$ cat src/rtl/dh_exp_sequencer.sv
// dh_exp_sequencer: sequences a shared modexp engine for Diffie-Hellman public/shared key computation.
module dh_exp_sequencer #(
  parameter int W = 100,
  parameter int EXP_W = 101,
  parameter int TIMEOUT = 4096
) (
  input  logic             clk,
  input  logic             rst_n,
  input  logic             cfg_load,
  input  logic [W-1:0]     cfg_prime,
  input  logic [W-1:0]     cfg_gen,
  input  logic [EXP_W-1:0] cfg_priv,
  output logic             cfg_ready,
  input  logic             cmd_valid,
  input  logic             cmd_op,
  input  logic [W-1:0]     cmd_peer,
  output logic             cmd_ready,
  output logic             rsp_valid,
  input  logic             rsp_ready,
  output logic             rsp_op,
  output logic [W-1:0]     rsp_data,
  output logic [1:0]       rsp_err,
  output logic             eng_start,
  output logic [W-1:0]     eng_base,
  output logic [EXP_W-1:0] eng_exp,
  output logic [W-1:0]     eng_prime,
  input  logic             eng_busy,
  input  logic [W-1:0]     eng_result
);
  localparam int CW = $clog2(TIMEOUT + 1);
  localparam logic [CW-1:0] TMAX = CW'(TIMEOUT);
  typedef enum logic [2:0] {IDLE, CHECK, START, ARM, WAIT, RESP} state_t;
  state_t state_q, state_d;
  logic [W-1:0] prime_q, prime_d, gen_q, gen_d, peer_q, peer_d;
  logic [EXP_W-1:0] priv_q, priv_d;
  logic cfg_done_q, cfg_done_d, op_q, op_d;
  logic [CW-1:0] cnt_q, cnt_d, cnt_inc;
  logic [W-1:0] rsp_data_q, rsp_data_d, base_q, base_d, eprime_q, eprime_d;
  logic [EXP_W-1:0] exp_q, exp_d;
  logic [1:0] rsp_err_q, rsp_err_d;
  logic bad_cfg, bad_peer;
  assign cfg_ready = state_q == IDLE;
  assign cmd_ready = state_q == IDLE;
  assign rsp_valid = state_q == RESP;
  assign eng_start = state_q == START;
  assign rsp_op    = op_q;
  assign rsp_data  = rsp_data_q;
  assign rsp_err   = rsp_err_q;
  assign eng_base  = base_q;
  assign eng_exp   = exp_q;
  assign eng_prime = eprime_q;
  assign cnt_inc   = cnt_q == TMAX ? cnt_q : cnt_q + CW'(1);
  assign bad_cfg   = !cfg_done_q || priv_q == '0 || prime_q < W'(5);
  // p-2 only matters once p>=5 has been established, so no underflow concern
  assign bad_peer  = op_q && (peer_q < W'(2) || peer_q > prime_q - W'(2));
  always_comb begin
    state_d = state_q;
    prime_d = prime_q;
    gen_d = gen_q;
    priv_d = priv_q;
    cfg_done_d = cfg_done_q;
    op_d = op_q;
    peer_d = peer_q;
    cnt_d = cnt_q;
    rsp_data_d = rsp_data_q;
    rsp_err_d = rsp_err_q;
    base_d = base_q;
    exp_d = exp_q;
    eprime_d = eprime_q;
    case (state_q)
      IDLE: begin
        if (cfg_load) begin
          prime_d = cfg_prime;
          gen_d = cfg_gen;
          priv_d = cfg_priv;
          cfg_done_d = 1'b1;
        end
        if (cmd_valid) begin
          op_d = cmd_op;
          peer_d = cmd_peer;
          state_d = CHECK;
        end
      end
      CHECK: begin
        state_d = bad_cfg || bad_peer ? RESP : START;
        rsp_data_d = '0;
        rsp_err_d = bad_cfg ? 2'd1 : bad_peer ? 2'd2 : 2'd0;
        base_d = bad_cfg || bad_peer ? base_q : op_q ? peer_q : gen_q;
        exp_d = bad_cfg || bad_peer ? exp_q : priv_q;
        eprime_d = bad_cfg || bad_peer ? eprime_q : prime_q;
      end
      START: begin
        state_d = ARM;
        cnt_d = '0;
      end
      ARM: begin
        state_d = WAIT;
        cnt_d = cnt_inc;
      end
      WAIT: begin
        cnt_d = cnt_inc;
        state_d = !eng_busy || cnt_inc == TMAX ? RESP : WAIT;
        rsp_data_d = !eng_busy ? eng_result : '0;
        rsp_err_d = !eng_busy ? 2'd0 : 2'd3;
      end
      RESP: state_d = rsp_ready ? IDLE : RESP;
      default: state_d = IDLE;
    endcase
  end
  always_ff @(posedge clk or negedge rst_n) begin
    if (!rst_n) begin
      state_q <= IDLE;
      prime_q <= '0;
      gen_q <= '0;
      priv_q <= '0;
      cfg_done_q <= 1'b0;
      op_q <= 1'b0;
      peer_q <= '0;
      cnt_q <= '0;
      rsp_data_q <= '0;
      rsp_err_q <= '0;
      base_q <= '0;
      exp_q <= '0;
      eprime_q <= '0;
    end else begin
      state_q <= state_d;
      prime_q <= prime_d;
      gen_q <= gen_d;
      priv_q <= priv_d;
      cfg_done_q <= cfg_done_d;
      op_q <= op_d;
      peer_q <= peer_d;
      cnt_q <= cnt_d;
      rsp_data_q <= rsp_data_d;
      rsp_err_q <= rsp_err_d;
      base_q <= base_d;
      exp_q <= exp_d;
      eprime_q <= eprime_d;
    end
  end
endmodule

$ cat config.mk
export PLATFORM = sky130hd
export DESIGN_NAME = dh_exp_sequencer
export DESIGN_NICKNAME = d
export VERILOG_FILES = /design/src/rtl/dh_exp_sequencer.sv
export SDC_FILE = /design/constraint.sdc
export NUM_CORES = 1
export LEC_CHECK = 0
export CAP_MARGIN = 15
export CORE_AREA = 2 2 354 356
export DETAILED_ROUTE_END_ITERATION = 10
export DIE_AREA = 0 0 356 358
export SYNTH_ARGS = -nofsm -noshare
export SYNTH_HDL_FRONTEND = slang
export SYNTH_SLANG_ARGS = --single-unit
$ cat constraint.sdc
create_clock -name clk -period 4.8 [get_ports clk]
set_input_delay 1.44 -clock clk [delete_from_list [all_inputs] [get_ports clk]]
set_output_delay 1.44 -clock clk [all_outputs]
set_load 0.1 [all_outputs]
# Word-level counts from Yosys, hierarchy flattened
# Cells that the tools add are included.
[totals] regBits=822 input_bits=508 output_inout_bits=408 wordCells=57
[op_classes] n_addsub=2 n_lt_le_gt_ge=3 eq_ne=8 n_mux=14 bitwise=1 reduce_logical=16
[op_table] op="100-bit two-way mux" n=2
[op_table] op="100-bit one-hot mux with 2 select lines" n=1
[op_table] op="101-bit logical NOT" n=1
[op_table] op="100-bit > comparator" n=1
[op_table] op="100-bit by 2-bit < comparator with 1-bit output, second input constant" n=1
[op_table] op="100-bit by 3-bit < comparator with 1-bit output, second input constant" n=1
[op_table] op="100-bit by 2-bit subtractor with 100-bit output, second input constant" n=1
[op_table] op="13-bit == test, second input constant" n=2
[op_table] op="13-bit one-hot mux with 2 select lines" n=1
[op_table] op="3-bit one-hot mux with 6 select lines" n=1
[op_table] op="13-bit by 1-bit adder with 13-bit output, second input constant" n=1
[op_table] op="13-bit two-way mux" n=1
[op_table] op="3-bit two-way mux" n=3
[op_table] op="3-bit by 2-bit == test with 1-bit output, second input constant" n=2
[op_table] op="3-bit == test, second input constant" n=2
[op_table] op="2-bit two-way mux" n=3
[op_table] op="2-bit AND reduction" n=3
[op_table] op="1-bit logical OR" n=5
[op_table] op="2-bit one-hot mux with 2 select lines" n=1
[op_table] op="2-bit nonzero test" n=2
[op_table] op="3-bit by 1-bit == test with 1-bit output, second input constant" n=1
[op_table] op="3-bit logical NOT" n=1
[op_table] op="1-bit logical NOT" n=2
[op_table] op="2-bit by 1-bit inequality test with 1-bit output, second input constant" n=1
[op_table] op="4 further kinds" n=4

# Logic depth before layout (Yosys ltp)
[logic_depth] word_depth=7 depth_mapped=24 mapped_depth_nobuf=20

# Least setup slack after synthesis
# Ideal clock, no wire load.
[synth_timing] path_kind="reg-to-reg" start="reg prime_q[58]" end="reg base_q[0] (netlist: eng_base[0])" setup_time_ps=128 arrival_ps=5203 required_ps=4672 setup_slack_ps=-532 stages_incl_launch_ff=23 n_path_buf=3 synth_period_minus_slack_ps=5332 cell_sequence="dfrtp_1 or4_1 or3_1 nor3_2 nand3_1 nor3_2 nand3_1 or2_1 clkbuf_1 nor4_1 xnor2_1 ha_1 nand4_1 nor2_1 a21oi_1 a21oi_1 or4_1 a221o_1 o21ai_1 nand4_4 buf_6 buf_6 mux2_1"
[synth_via] elab_chain_cells=7 elab_cells_between_ends=9
[synth_rtl] item="start: declaration" line="34" source="logic [W-1:0] prime_q, prime_d, gen_q, gen_d, peer_q, peer_d;"
[synth_rtl] item="start signal: assignment" line="127" source="prime_q <= prime_d;"
[synth_rtl] item="100-bit by 2-bit subtractor with 100-bit output" line="55" source="assign bad_peer = op_q && (peer_q < W'(2) || peer_q > prime_q - W'(2));"
[synth_rtl] item="100-bit > comparator" line="55"
[synth_rtl] item="1-bit logical OR" line="55"
[synth_rtl] item="1-bit logical AND" line="55"
[synth_rtl] item="1-bit logical OR (*)" line="88" source="base_d = bad_cfg || bad_peer ? base_q : op_q ? peer_q : gen_q;"
[synth_rtl] item="1-bit NOT (no line) (*)"
[synth_rtl] item="2-bit AND reduction (no line) (*)"
[synth_rtl] item="end signal: assignment" line="136" source="base_q <= base_d;"
[synth_rtl] item="end: declaration" line="38" source="logic [W-1:0] rsp_data_q, rsp_data_d, base_q, base_d, eprime_q, eprime_d;"
# Mark *: on every way between the ends. The rest lies on a longest branch, timed or not.
# A chain may end at the register's enable or synchronous reset.

# Worst setup path after layout
[layout_timing] start="reg prime_q[11]" end="reg base_q[22] (netlist: eng_base[22])"
# Same word-level chain as after synthesis.

==> results.txt <==
----------------------------------------------------
[Run status]
  Run status ... finished, violations left
  Violations in the final reports ... negative setup slack

[Worst setup path]
  Cell chain of the critical path ... or4_4 > nor4_4 > nand2_2 > nor4_4 > buf_4 > and2_4 > nand2_2 > or2_2 > nor4_1 > xnor2_1 > ha_1 > nand4_1 > nor3_1 > a221oi_1 > o21ai_0 > a221o_1 > o21ai_4 > nand4_4 > buf_4 > buf_12 > buf_16 > mux2_1
  Critical path startpoint category ... register
  Count of cells along the worst register-to-register path ... 22
  Slowest stage delay, CP ... 560 ps
  Peak fanout along the critical path ... 28
  Worst Path Required ... 5350 ps
  CP Capture Type ... register
  Endpoint of the worst-slack reg-to-reg timing path ... eng_base[22]$_DFFE_PN0P_
  Startpoint of the most critical register-to-register path ... prime_q[11]$_DFFE_PN0P_
  Worst-path cell with the longest stage delay ... sky130_fd_sc_hd__or4_4
  Kind of critical path ... reg -> reg
  Worst reg-to-reg setup slack ... -700 ps
  Data arrival, critical path ... 6040 ps

[Timing]
  Tightest hold margin ... ~490 ps
  Minimum clock period ... 5500 ps
  Total count of hold-check failures in the final report ... 0
  Share of the clock period used by the worst path after layout ... 114%
  Count of endpoints failing setup in the final report ... 305
  RSZ-0062 raised after global routing ... true
  Clock skew after layout ... 50.1 ps
  Total negative slack ... -193,670 ps
  Setup slack after layout ... -696 ps
  Slew @ Worst Pin ... 1190 ps
  Maximum clock frequency ... approximately 180 MHz
  Max-slew violation count ... 0
  Normalized max-slew margin ... 20.5%

[Floorplan]
  Floorplan core area ... 123,000 um^2
  Placement row count ... 129
  Initial Util ... a little under 30%
  Vert. Die Dim ... 358 um
  Die Footprint ... 127,000 um^2
  Die width ... 356 um
  Number of primary I/O pins ... around 920

[Synthesis]
  Total number of yosys warnings ... 0
  Async S/R FF share, synth ... 100%
  Post-synthesis sequential area ratio ... 56.4%
  Prevailing post-synth register cell ... sky130_fd_sc_hd__dfrtp_1
  Number of library cell types mapped by synthesis ... 61
  Number of synthesized flops with an enable pin ... 0
  Seq cells post-synth ... about 800
  Mapped Area ... 36,500 um^2
  Number of instances in the synthesized netlist ... 2,632
  Average footprint of a synthesized cell ... 13.9 um^2
  Synthesized Nets ... 3,243

[Clocking]
  CTS H-tree depth ... 3
  Clock network latency to the later pin of the worst-skew pair ... 670 ps
  CTS max path bufs ... 3
  Number of buffers added by the clock tree synthesis step ... 95
  Number of hold buffers added after cts ... 0
  Number of clock sinks ... between 800 and 900
  CTS tree ... built
  Root buffer selected by CTS ... sky130_fd_sc_hd__clkbuf_16
  Clock transition time at the flip-flop clock pins of the worst setup and hold paths ... 60 ps

[Routing]
  Total vias in the final route ... 26,600
  Count of routing violations after the opening detailed-route iteration ... ~1,500
  Router iterations before antenna repair ... 5
  Residual DRC count ... 0
  Total detailed-routing wirelength ... 139,000 um
  Final ANT Viol Nets ... 0
  Routed WL per cell ... 25.2 um
  Via density per instance ... 4.82

[Min path]
  Hold path depth ... 1
  Class of the tightest hold or removal check ... reg -> reg
  Beginning of the worst hold path ... eng_exp[74]$_DFFE_PN0P_
  End of the worst hold path ... eng_exp[74]$_DFFE_PN0P_

[Finish]
  Most common library cell in the layout ignoring fill and taps ... sky130_fd_sc_hd__clkdlybuf4s50_1
  Post-layout net count ... 4,396
  Layout cells sized above 1 ... between 20% and 30%
  Footprint of the flip-flops and latches ... around 20,000 um^2
  Finished layout cell area ... about 54,000 um^2
  Area overhead of the layout relative to synthesis ... 47.4%
  Post-Route Utilization ... 43.6%
  Fillcell total ... 11,300
  Area occupied by multi-input gates ... 15,800 um^2
  Most used cells in the layout excluding fill and tap cells ... 899 x sky130_fd_sc_hd__clkdlybuf4s50_1, 821 x sky130_fd_sc_hd__dfrtp_1, 528 x sky130_fd_sc_hd__mux2_2

[Global routing]
  GRT overflow ... 0
  Pin count of the biggest net entering global routing ... 102
  Number of global-route vias before repair ... 27,500
  Wire length of the first global-routing pass ... 197,000 um
  Antenna violations before repair ... 33
  Global-route usage over all layers ... 21.1%

[Placed design]
  Half-perimeter wire length after placement ... 106,000 um
  Placed Instance Area ... 49,300 um^2
  Number of I/O port buffers ... 915
  Final weighted congestion in routability-driven placement ... 0.852

[Job]
  Total of max-cap violations ... 0

----------------------------------------------------
## how the worst max path moves through the flow
stage,from,slack (ps),to,depth (start not counted)
final,prime_q[11]$_DFFE_PN0P_,-700,eng_base[22]$_DFFE_PN0P_,22
after global routing,prime_q[11]$_DFFE_PN0P_,-970,eng_base[21]$_DFFE_PN0P_,22
after CTS,prime_q[58]$_DFFE_PN0P_,-800,eng_prime[19]$_DFFE_PN0P_,23
after detailed placement,prime_q[18]$_DFFE_PN0P_,-1140,eng_exp[13]$_DFFE_PN0P_,25
after global placement,prime_q[18]$_DFFE_PN0P_,-1040,eng_prime[81]$_DFFE_PN0P_,25
after floorplan,prime_q[58]$_DFFE_PN0P_,-300,eng_exp[19]$_DFFE_PN0P_,22
## synthesized netlist by cell type, types with 4 or more instances
master | instances | area (um^2)
sky130_fd_sc_hd__nand3_1 | 26 | 130
sky130_fd_sc_hd__a21o_1 | 6 | 45.0
sky130_fd_sc_hd__or3_1 | 17 | 106
sky130_fd_sc_hd__a31oi_1 | 6 | 37.5
sky130_fd_sc_hd__a221oi_1 | 4 | 35.0
sky130_fd_sc_hd__and3_1 | 8 | 50.1
sky130_fd_sc_hd__and2_1 | 7 | 43.8
sky130_fd_sc_hd__nor3_1 | 54 | 270
sky130_fd_sc_hd__ha_1 | 103 | 1290
sky130_fd_sc_hd__clkbuf_1 | 100 | 375
sky130_fd_sc_hd__nand4_1 | 32 | 200
sky130_fd_sc_hd__a21oi_1 | 69 | 345
sky130_fd_sc_hd__xnor2_1 | 78 | 683
sky130_fd_sc_hd__xor2_1 | 21 | 184
sky130_fd_sc_hd__buf_6 | 31 | 349
sky130_fd_sc_hd__a22o_1 | 101 | 885
sky130_fd_sc_hd__o22a_1 | 9 | 78.8
sky130_fd_sc_hd__or4_1 | 11 | 82.6
sky130_fd_sc_hd__mux2_2 | 528 | 5950
sky130_fd_sc_hd__nor4_1 | 77 | 482
sky130_fd_sc_hd__nand2b_1 | 8 | 50.1
sky130_fd_sc_hd__dfrtp_1 | 822 | 20600
sky130_fd_sc_hd__nor3b_1 | 4 | 30.0
sky130_fd_sc_hd__o21ai_0 | 30 | 150
sky130_fd_sc_hd__nor2b_1 | 10 | 62.6
sky130_fd_sc_hd__inv_1 | 11 | 41.3
sky130_fd_sc_hd__nand2_1 | 70 | 263
sky130_fd_sc_hd__mux2_1 | 272 | 3060
sky130_fd_sc_hd__nor2_1 | 70 | 263
## layout make-up
class | instances | share of cell area, %
antenna | 19 | 0.0884
timing repair buffer | 1192 | 22.5
clock inverter | 36 | 0.789
multi-input combinational | 1663 | 29.3
inverter | 11 | 0.0768
tap | 1637 | 3.81
clock buffer | 140 | 5.24
sequential | 822 | 38.3
## state kept, by name, indices dropped and copies added (netlist names), 2 cells and up
register	flops
eng_exp	101
priv_q	101
eng_base	100
eng_prime	100
gen_q	100
peer_q	100
prime_q	100
rsp_data	100
cnt_q	13
state_q	3
rsp_err	2
## metrics by stage
step	worst slack, ps	std cells
final	-696	5520
after detailed placement	-1140	5292
after CTS	-802	5494
after floorplan	-304	2632
after global placement	-1040	5292
after global routing	-971	5517
## logic make-up (layout without fill, tap and decap cells)
family / after synthesis / count (layout) / share of synthesized area (%)
xor gates and xnor gates: 99 / 99 / 2.38
buffers and inverters: 148 / 1379 / 2.18
and+or+nand+nor: 411 / 412 / 6.03
DFF: 822 / 822 / 56.4
adders and majority gates: 103 / 103 / 3.53
muxes: 800 / 800 / 24.7
other: 0 / 19 / 0
AOI/OAI and AO/OA: 249 / 249 / 4.85
## routing by layer
metal | share of wire [%] | wire length (um) | GRT usage [%] | vias to the layer above
li1 | - | - | - | 12000
met1 | 43 | 59500 | 27.3 | 13600
met2 | 49 | 67600 | 34.9 | 772
met3 | 6.1 | 8560 | 5.02 | 180
met4 | 2.5 | 3460 | 6.61 | 24
met5 | 0.093 | 130 | 0 | -
## worst max-delay path, delay by kind of cell, from the launching register on
kind                       cells  cell delay, ps
adders and majority gates      1             270
xor gates and xnor gates       1             170
AOI/OAI and AO/OA              4            1120
buffers and inverters          4             700
and+or+nand+nor               11            2370
muxes                          1             330
DFF                            1             380
## what timing repair did
action / in CTS / in global routing
endpoints found under the setup margin: 305 / 305
gates cloned: 13 / 6
buffers inserted: 15 / 2
resized for setup: 109 / 40
pin swaps: 5 / 3
Power is left out: the tool's default activity adds up to more than one toggle a clock period on the data nets, which glitch-free logic cannot reach.
